<file path="src/rtl/clk_div_pkg.sv">
// Shared definitions for the divider reconfiguration controller: state
// encoding, default parameter values and a counter sizing helper.
package clk_div_pkg;

    localparam int DEF_WIDTH       = 8;
    localparam int DEF_SETTLE_CYC  = 2;
    localparam int DEF_TIMEOUT_CYC = 512;

    typedef enum logic [1:0] {
        ST_IDLE     = 2'd0,
        ST_WAIT_BND = 2'd1,
        ST_APPLY    = 2'd2,
        ST_SETTLE   = 2'd3
    } state_t;

    // Bits needed to hold a count up to max_count, never less than one bit.
    function automatic int cnt_width(input int max_count);
        return (max_count < 1) ? 1 : $clog2(max_count + 1);
    endfunction

endpackage

</file>
<file path="src/rtl/clk_edge_det.sv">
// Falling-edge detector for a slow signal sampled as data on the fast clock:
// one registered sample compared against the current value.
module clk_edge_det
    import clk_div_pkg::*;
(
    input  logic clk,
    input  logic rst,
    input  logic sig,
    output logic fall
);

    logic sig_q;

    // Remember the previous sample so a 1 -> 0 step can be seen.
    always_ff @(posedge clk or posedge rst) begin
        if (rst) begin
            sig_q <= 1'b0;
        end else begin
            sig_q <= sig;
        end
    end

    assign fall = sig_q & ~sig;

endmodule

</file>
<file path="src/rtl/clk_div_ctrl.sv">
// Divider reconfiguration controller. Accepts enable/ratio requests, waits
// for a falling boundary of the divided clock when the divider is running,
// applies the new settings, lets them settle and reports completion.
module clk_div_ctrl
    import clk_div_pkg::*;
#(
    parameter int WIDTH       = DEF_WIDTH,
    parameter int SETTLE_CYC  = DEF_SETTLE_CYC,
    parameter int TIMEOUT_CYC = DEF_TIMEOUT_CYC
) (
    input  logic             I_ref_clk,
    input  logic             I_rst,
    input  logic             I_cfg_valid,
    output logic             O_cfg_ready,
    input  logic             I_cfg_en,
    input  logic [WIDTH-1:0] I_cfg_ratio,
    input  logic             I_div_clk,
    output logic             O_div_en,
    output logic [WIDTH-1:0] O_div_ratio,
    output logic             O_busy,
    output logic             O_done,
    output logic             O_cfg_err,
    output logic             O_timeout
);

    localparam int TO_W = cnt_width(TIMEOUT_CYC);
    localparam int ST_W = cnt_width(SETTLE_CYC);
    localparam logic [TO_W-1:0] TO_LAST = TO_W'((TIMEOUT_CYC > 0) ? TIMEOUT_CYC - 1 : 0);
    localparam logic [ST_W-1:0] ST_LAST = ST_W'((SETTLE_CYC > 0) ? SETTLE_CYC - 1 : 0);

    state_t           state;
    state_t           state_next;
    logic [TO_W-1:0]  to_cnt;
    logic [TO_W-1:0]  to_cnt_next;
    logic [ST_W-1:0]  st_cnt;
    logic [ST_W-1:0]  st_cnt_next;
    logic             req_en;
    logic [WIDTH-1:0] req_ratio;
    logic             capture;
    logic             load;
    logic             done_next;
    logic             err_next;
    logic             timeout_next;
    logic             div_fall;
    logic             fast_path;

    clk_edge_det u_edge_det (
        .clk  (I_ref_clk),
        .rst  (I_rst),
        .sig  (I_div_clk),
        .fall (div_fall)
    );

    assign O_cfg_ready = (state == ST_IDLE);
    assign O_busy      = (state != ST_IDLE);

    // No boundary wait is needed when the divider is stopped, too fast to
    // glitch, or the request would not change anything.
    assign fast_path = !O_div_en
                    || (O_div_ratio <= WIDTH'(1))
                    || ((I_cfg_en == O_div_en) && (I_cfg_ratio == O_div_ratio));

    // Next state, counter updates and status pulses for the sequencing FSM.
    always_comb begin
        state_next   = state;
        to_cnt_next  = to_cnt;
        st_cnt_next  = st_cnt;
        capture      = 1'b0;
        load         = 1'b0;
        done_next    = 1'b0;
        err_next     = 1'b0;
        timeout_next = 1'b0;
        case (state)
            ST_IDLE: begin
                to_cnt_next = '0;
                st_cnt_next = '0;
                if (I_cfg_valid) begin
                    if (I_cfg_en && (I_cfg_ratio == '0)) begin
                        err_next = 1'b1;
                    end else begin
                        capture    = 1'b1;
                        state_next = fast_path ? ST_APPLY : ST_WAIT_BND;
                    end
                end
            end
            ST_WAIT_BND: begin
                if (div_fall) begin
                    state_next = ST_APPLY;
                end else if (to_cnt >= TO_LAST) begin
                    state_next   = ST_APPLY;
                    timeout_next = 1'b1;
                end else begin
                    to_cnt_next = to_cnt + TO_W'(1);
                end
            end
            ST_APPLY: begin
                load        = 1'b1;
                st_cnt_next = '0;
                state_next  = ST_SETTLE;
            end
            ST_SETTLE: begin
                if (st_cnt >= ST_LAST) begin
                    state_next = ST_IDLE;
                    done_next  = 1'b1;
                end else begin
                    st_cnt_next = st_cnt + ST_W'(1);
                end
            end
            default: begin
                state_next = ST_IDLE;
            end
        endcase
    end

    // State register and the two wait counters.
    always_ff @(posedge I_ref_clk or posedge I_rst) begin
        if (I_rst) begin
            state  <= ST_IDLE;
            to_cnt <= '0;
            st_cnt <= '0;
        end else begin
            state  <= state_next;
            to_cnt <= to_cnt_next;
            st_cnt <= st_cnt_next;
        end
    end

    // Hold the accepted request and drive the divider once it is applied.
    always_ff @(posedge I_ref_clk or posedge I_rst) begin
        if (I_rst) begin
            req_en      <= 1'b0;
            req_ratio   <= '0;
            O_div_en    <= 1'b0;
            O_div_ratio <= WIDTH'(1);
        end else begin
            if (capture) begin
                req_en    <= I_cfg_en;
                req_ratio <= I_cfg_ratio;
            end
            if (load) begin
                O_div_en    <= req_en;
                O_div_ratio <= req_ratio;
            end
        end
    end

    // Registered single-cycle status pulses.
    always_ff @(posedge I_ref_clk or posedge I_rst) begin
        if (I_rst) begin
            O_done    <= 1'b0;
            O_cfg_err <= 1'b0;
            O_timeout <= 1'b0;
        end else begin
            O_done    <= done_next;
            O_cfg_err <= err_next;
            O_timeout <= timeout_next;
        end
    end

endmodule
</file>
<file path="config.mk">
export PLATFORM = sky130hd
export DESIGN_NAME = clk_div_ctrl
export DESIGN_NICKNAME = d
export VERILOG_FILES = /design/src/rtl/clk_div_pkg.sv /design/src/rtl/clk_edge_det.sv /design/src/rtl/clk_div_ctrl.sv
export SDC_FILE = /design/constraint.sdc
export NUM_CORES = 1
export LEC_CHECK = 0
export CORE_MARGIN = 4
export CORE_UTILIZATION = 40
export DETAILED_ROUTE_END_ITERATION = 8
export DONT_BUFFER_PORTS = 1
export PLACE_DENSITY = 0.64
export SYNTH_ARGS = -nofsm -noshare
export SYNTH_HDL_FRONTEND = slang
export SYNTH_SLANG_ARGS = --single-unit
</file>
<file path="constraint.sdc">
create_clock -name I_ref_clk -period 2.5 [get_ports I_ref_clk]
set_clock_uncertainty 0.2 [all_clocks]
set_input_delay 0.125 -clock I_ref_clk [delete_from_list [all_inputs] [get_ports I_ref_clk]]
set_output_delay 0.125 -clock I_ref_clk [all_outputs]
set_load 0.005 [all_outputs]
</file>
---- Word level (Yosys, flattened, before mapping) ----
Cells that the tools add are included.
cells by class
  add/sub/neg operators ................... 2
  order comparisons ....................... 3
  equality and inequality tests ........... 12
  multiplexer cells ....................... 24
  bitwise logic cells ..................... 2
  reductions and logical operators ........ 14
operators with widths
  kind                     count
  $mux W10                 2
  $pmux W10 S2             1
  $mux W2                  7
  $mux W1                  12
  $ne A2 B2 Y1 const B     6
  $add A10 B1 Y10 const B  1
  $ge A10 B9 Y1 const B    1
  $eq A8 B8 Y1             1
  $le A8 B1 Y1 const B     1
  $logic_not A8 Y1         1
  $pmux W2 S4              1
  $reduce_bool A2 Y1       3
  $eq A2 B2 Y1 const B     2
  $pmux W2 S2              1
  $reduce_and A4 Y1        1
  $ne A3 B3 Y1 const B     1
  $reduce_and A3 Y1        1
  $add A2 B1 Y2 const B    1
  $eq A2 B1 Y1 const B     1
  $ge A2 B1 Y1 const B     1
  $logic_and A1 B1 Y1      2
  $logic_not A2 Y1         1
  $logic_or A1 B1 Y1       2
  $reduce_and A2 Y1        1
  5 further kinds          5
word-level totals
  bits in registers ....................... 36
  input port bits ......................... 13
  output and inout port bits .............. 14
  word-level logic and storage cells ...... 68

---- Depth between registers and ports, before layout ----
  depth in word-level cells ............... 7
  mapped depth ............................ 8

---- Modules after synthesis ----
From an unflattened synthesis, not the netlist that was laid out.
second synthesis, totals
  cell total of the unflattened synthesis .. 159
  area, all modules ....................... 1804.2 um2
by module, submodules not included
  module        instances  cells each  area each (um2)  sequential area each (um2)
  clk_div_ctrl  1          156         1761.7           877.1
  clk_edge_det  1          3           42.5             25.0

---- Least setup slack after synthesis ----
No wires, ideal clock.
  path kind ............................... flip-flop to flip-flop
  start ................................... register state[1]
  end ..................................... register to_cnt[7]
  setup time .............................. 0.125 ns
  data arrival time ....................... 1.685 ns
  data required time ...................... 2.175 ns
  path slack .............................. 0.490 ns
  stages on the path, launching flop included .. 8
  buffers on the path ..................... 1
  cells stage by stage .................... dfrtp_1 inv_1 ha_1 clkbuf_2 nand3b_2 or4b_1 a21oi_1 mux2i_1
between the ends
  word-level cells in the longest chain between the ends .. 3
  elaborated cells on any way between the ends .. 7
ends and longest elaborated chain
  what                                                          line                 RTL
  from (decl)                                                   clk_div_ctrl.sv:31   state_t state;
  from (signal assigned)                                        clk_div_ctrl.sv:122  state <= state_next;
  $eq A2 B1 Y1 or $logic_not A2 Y1 (tied branches)              clk_div_ctrl.sv:73   case (state)
  $ne A2 B2 Y1 (no line) or $reduce_bool A2 Y1 (tied branches)  n/a
  $reduce_and A3 Y1 (no line)                                   n/a
  to (signal assigned)                                          clk_div_ctrl.sv:123  to_cnt <= to_cnt_next;
  to (decl)                                                     clk_div_ctrl.sv:33   logic [TO_W-1:0] to_cnt;
Parallel ways exist; a longest one is shown, timed or not.
A chain may end at the register's enable or synchronous reset.

---- Worst setup path in the final report ----
  start ................................... input port I_cfg_ratio[3]
  end ..................................... register req_en
between the ends
  word-level cells in the longest chain between the ends .. 5
ends and longest elaborated chain
  what                  line                 RTL
  from (decl)           clk_div_ctrl.sv:16   input logic [WIDTH-1:0] I_cfg_ratio,
  $logic_not A8 Y1      clk_div_ctrl.sv:78   if (I_cfg_en && (I_cfg_ratio == '0)) begin
  $logic_and A1 B1 Y1   clk_div_ctrl.sv:78
  $mux W1               clk_div_ctrl.sv:78
  $mux W1               clk_div_ctrl.sv:77   if (I_cfg_valid) begin
  $mux W1               clk_div_ctrl.sv:73
  to (signal assigned)  clk_div_ctrl.sv:137  req_en <= I_cfg_en;
  to (decl)             clk_div_ctrl.sv:37   logic req_en;
No other way between the ends.

==> run metrics <==
Net Sw Frac ~36%; cells after synthesis around 160; worst min-delay path class primary input to flip-flop; post-DP HPWL approximately 2600 µm; Slew HR about 69%; TritonCTS Sinks 36; post-route ant nets 0; setup TNS 0 ns; fin area 2066 µm²; Req. time, crit path roughly 2.5 ns; Mapped Nets 175; sequential cell area fraction in the yosys report ~50%; Seq pwr share a little over two fifths; Compound-Gate Fraction of Synth Area under 10%; register bit total from synthesis 36; P_int 0.001459 W; remaining global-route overflow 0; Worst-Margin Slew approximately 0.47 ns; layer with the highest usage met2; num ports 27; GR Util met2 25.07%; R2R cell count 7; initial antenna violation count 0; reg-to-reg endpoint req_en; fill count roughly 370; vias in the first global route around 1.3k; Hold Startpoint I_cfg_valid; # diodes 0; Die Wd 74.55 µm; DRC Markers 0; post-synthesis simple-gate area fraction between 10% and 20%; RSZ-0062 raised after global routing false; dpl cells about 200; worst vdd ir 0.4647 mV; final setup fails 0; Clock Latency Late Sink 0.29 ns; arrival time at the worst endpoint 2.26 ns; Syn-to-layout area delta 16.60%; routed vias approximately 1.2k; crit path launch type primary input; CP cell instances dlygate4sd3_1 > nor4b_1 > nand3_1 > nor2b_1 > buf_4 > o22a_1 > dlygate4sd3_1; slowest cell on the critical path dlygate4sd3_1; Critical Path Fanout Max 9; Final period util approximately nine tenths; status finished clean; FP Rows 23; Post-synth ARST share 100.0%; logic gate share of total power 37.9%; drt wl/cell 16.56 µm; GRT Util Overall 15.42%; f_max between 400 and 500 MHz; post-synthesis adder-cell area fraction approximately 4.9%; Leak between 0.9 and 1 nW; total CTS buffers 5; Ys Warns 0; DRT iter0 DRCs around 110; switching power 0.0008360 W; most common cell in the synthesized netlist dfrtp_1; Final Critical Period 2.278 ns; fin nets about 190; largest net degree at the start of global routing 37; most frequent cells after synthesis dfrtp_1, mux2_2, nand2_1; top-area cell type share of the netlist area approximately half; Max Cap Viol 0; Post-synth EDFFs 0; drt via density 5.493; largest family of logic cells by synthesized area simple AND/OR/NAND/NOR gates; IO buf count 0; first-pass detailed-route iteration total 4; XOR/XNOR Fraction of Synth Area between 4 and 5%; max-slew violation count 0; Die Ht around 75 µm; top post-synthesis cells by area dfrtp_1, mux2_2, ha_1; Clock power frac a little under a fifth; Hold Fails Final Rpt 0; Clock Path Buffers 2; Most used DFF post-synth dfrtp_1; worst setup path category primary input to flip-flop; WL final around 3700 µm; mux share of post-synthesis cell area around an eighth; TritonCTS clock tree done; Initial Util between 40% and 50%; H-tree depth 2; total power 0.002295 W; routability cong. ~0.95; clock-pin transition on the worst setup and hold timing paths ~0.08 ns; WHS Path Cells 3; dominant cell type by area after synthesis dfrtp_1; root buffer cell clkbuf_8; grt met1 use between 15 and 20%; Hold Path End state[0]; CP endpoint kind flip-flop; layout cells sized above 1 approximately a fifth; Mean Syn Cell Area roughly 11 µm²; Placed Area roughly 1800 µm²; Top cell by count, worst path dlygate4sd3_1; multi-input logic area roughly 820 µm²; grt met3 use between 4 and 5%; Core ar. roughly 4100 µm²; postcts setup bufs 0; post-route insts no fill about 230; first-pass GRT wire length between 6000 and 7000 µm; Reg area 902.1 µm²; FF-to-FF Start state[0]; Yosys cell types 42; Worst path max stage delay around 0.57 ns; pwr dens between 1000 and 1500 nW/µm²; Synth Cell Area ~1800 µm²; Reg2Reg Setup Slack ~0.25 ns; die area approximately 5600 µm²
-- layer usage --
layer  wire, µm  part of all wire (%)
met3        182                   4.9
met2       1778                    48
met5          0                     0
met4         69                   1.9
met1       1695                    46
-- repair_timing --
item / 4_1_cts / 5_1_grt
endpoints found under the hold margin: 48 / 0
resized for setup: 0 / 1
hold buffers: 14 / 0
endpoints found under the setup margin: 0 / 1
-- registers in the layout (all words and copies together), names as in the netlist --
signal            count
O_timeout             1
O_cfg_err             1
O_done                1
st_cnt                2
O_div_ratio           8
req_ratio             8
to_cnt               10
O_div_en              1
req_en                1
state                 2
u_edge_det.sig_q      1
-- worst max-delay path, delay by kind of cell --
family / cells / cell delay [ns]
buffers and inverters: 3 / 1.30
AND/OR/NAND/NOR: 3 / 0.67
AO/OA/AOI/OAI: 1 / 0.17
-- stage by stage --
step           setup slack (ns)  hold slack (ns)  utilization [%]
6_report                 0.2217          0.01066            49.85
5_1_grt                  0.1186          0.04808            49.85
4_1_cts                  0.1537         0.008254            49.79
3_5_place_dp             0.3428         -0.04698            44.17
3_3_place_gp             0.4407         -0.06226            44.17
2_1_floorplan            0.4901         -0.04357                -
-- cell usage in the layout, fill, tap and decap left out, types with 2 or more instances in the layout --
cell type / instances
mux2i_1: 4
nand2_1: 11
nand3_1: 8
buf_4: 2
mux2_2: 16
o21ai_0: 8
dfrtp_1: 35
clkbuf_8: 6
ha_1: 6
nor3_1: 5
a21oi_1: 3
nand2b_1: 2
o211ai_1: 2
xor2_1: 8
nor2_1: 7
nor2b_1: 3
clkinv_2: 2
inv_1: 8
dlygate4sd3_1: 14
-- area by class of cell --
| class | instances | share of cell area, % |
|---|---|---|
| clock buffers | 6 | 3.998 |
| clock inverters | 2 | 0.4846 |
| inverters | 8 | 1.454 |
| repair buffers | 16 | 7.511 |
| multi-input cells | 107 | 39.85 |
| flip-flops and latches | 36 | 43.67 |
| well taps | 50 | 3.028 |
-- cells by family (layout without fill, tap and decap cells) --
group                    after synthesis  after routing
flip-flops                            36             36
XOR/XNOR                               9              9
AO/OA/AOI/OAI                         23             23
adder cells (fa/ha/maj)                7              7
buffers and inverters                 12             32
multiplexers                          21             21
AND/OR/NAND/NOR                       47             47
-- power by group through the flow --
| stage | registers [W] | logic, W | clock network, W |
|---|---|---|---|
| after floorplan | 0.000934 | 0.000682 | 0 |
| after global placement | 0.000978 | 0.000782 | 0 |
| after detailed placement | 0.00100 | 0.000826 | 0 |
| after CTS | 0.000990 | 0.000866 | 0.000437 |
| after global routing | 0.00102 | 0.000976 | 0.000459 |
| final | 0.000991 | 0.000871 | 0.000433 |
-- how the worst max path moves through the flow --
stage                    from        end  slack, ns  cells past startpoint
3_5_place_dp         state[1]  to_cnt[7]       0.34                      6
2_1_floorplan        state[1]  to_cnt[7]       0.49                      7
4_1_cts              state[0]     req_en       0.15                      7
6_report       I_cfg_ratio[3]     req_en       0.22                      7
5_1_grt              state[0]     req_en       0.12                      7
3_3_place_gp         state[1]  to_cnt[7]       0.44                      6
No activity file was read; power rests on OpenSTA's default activity.
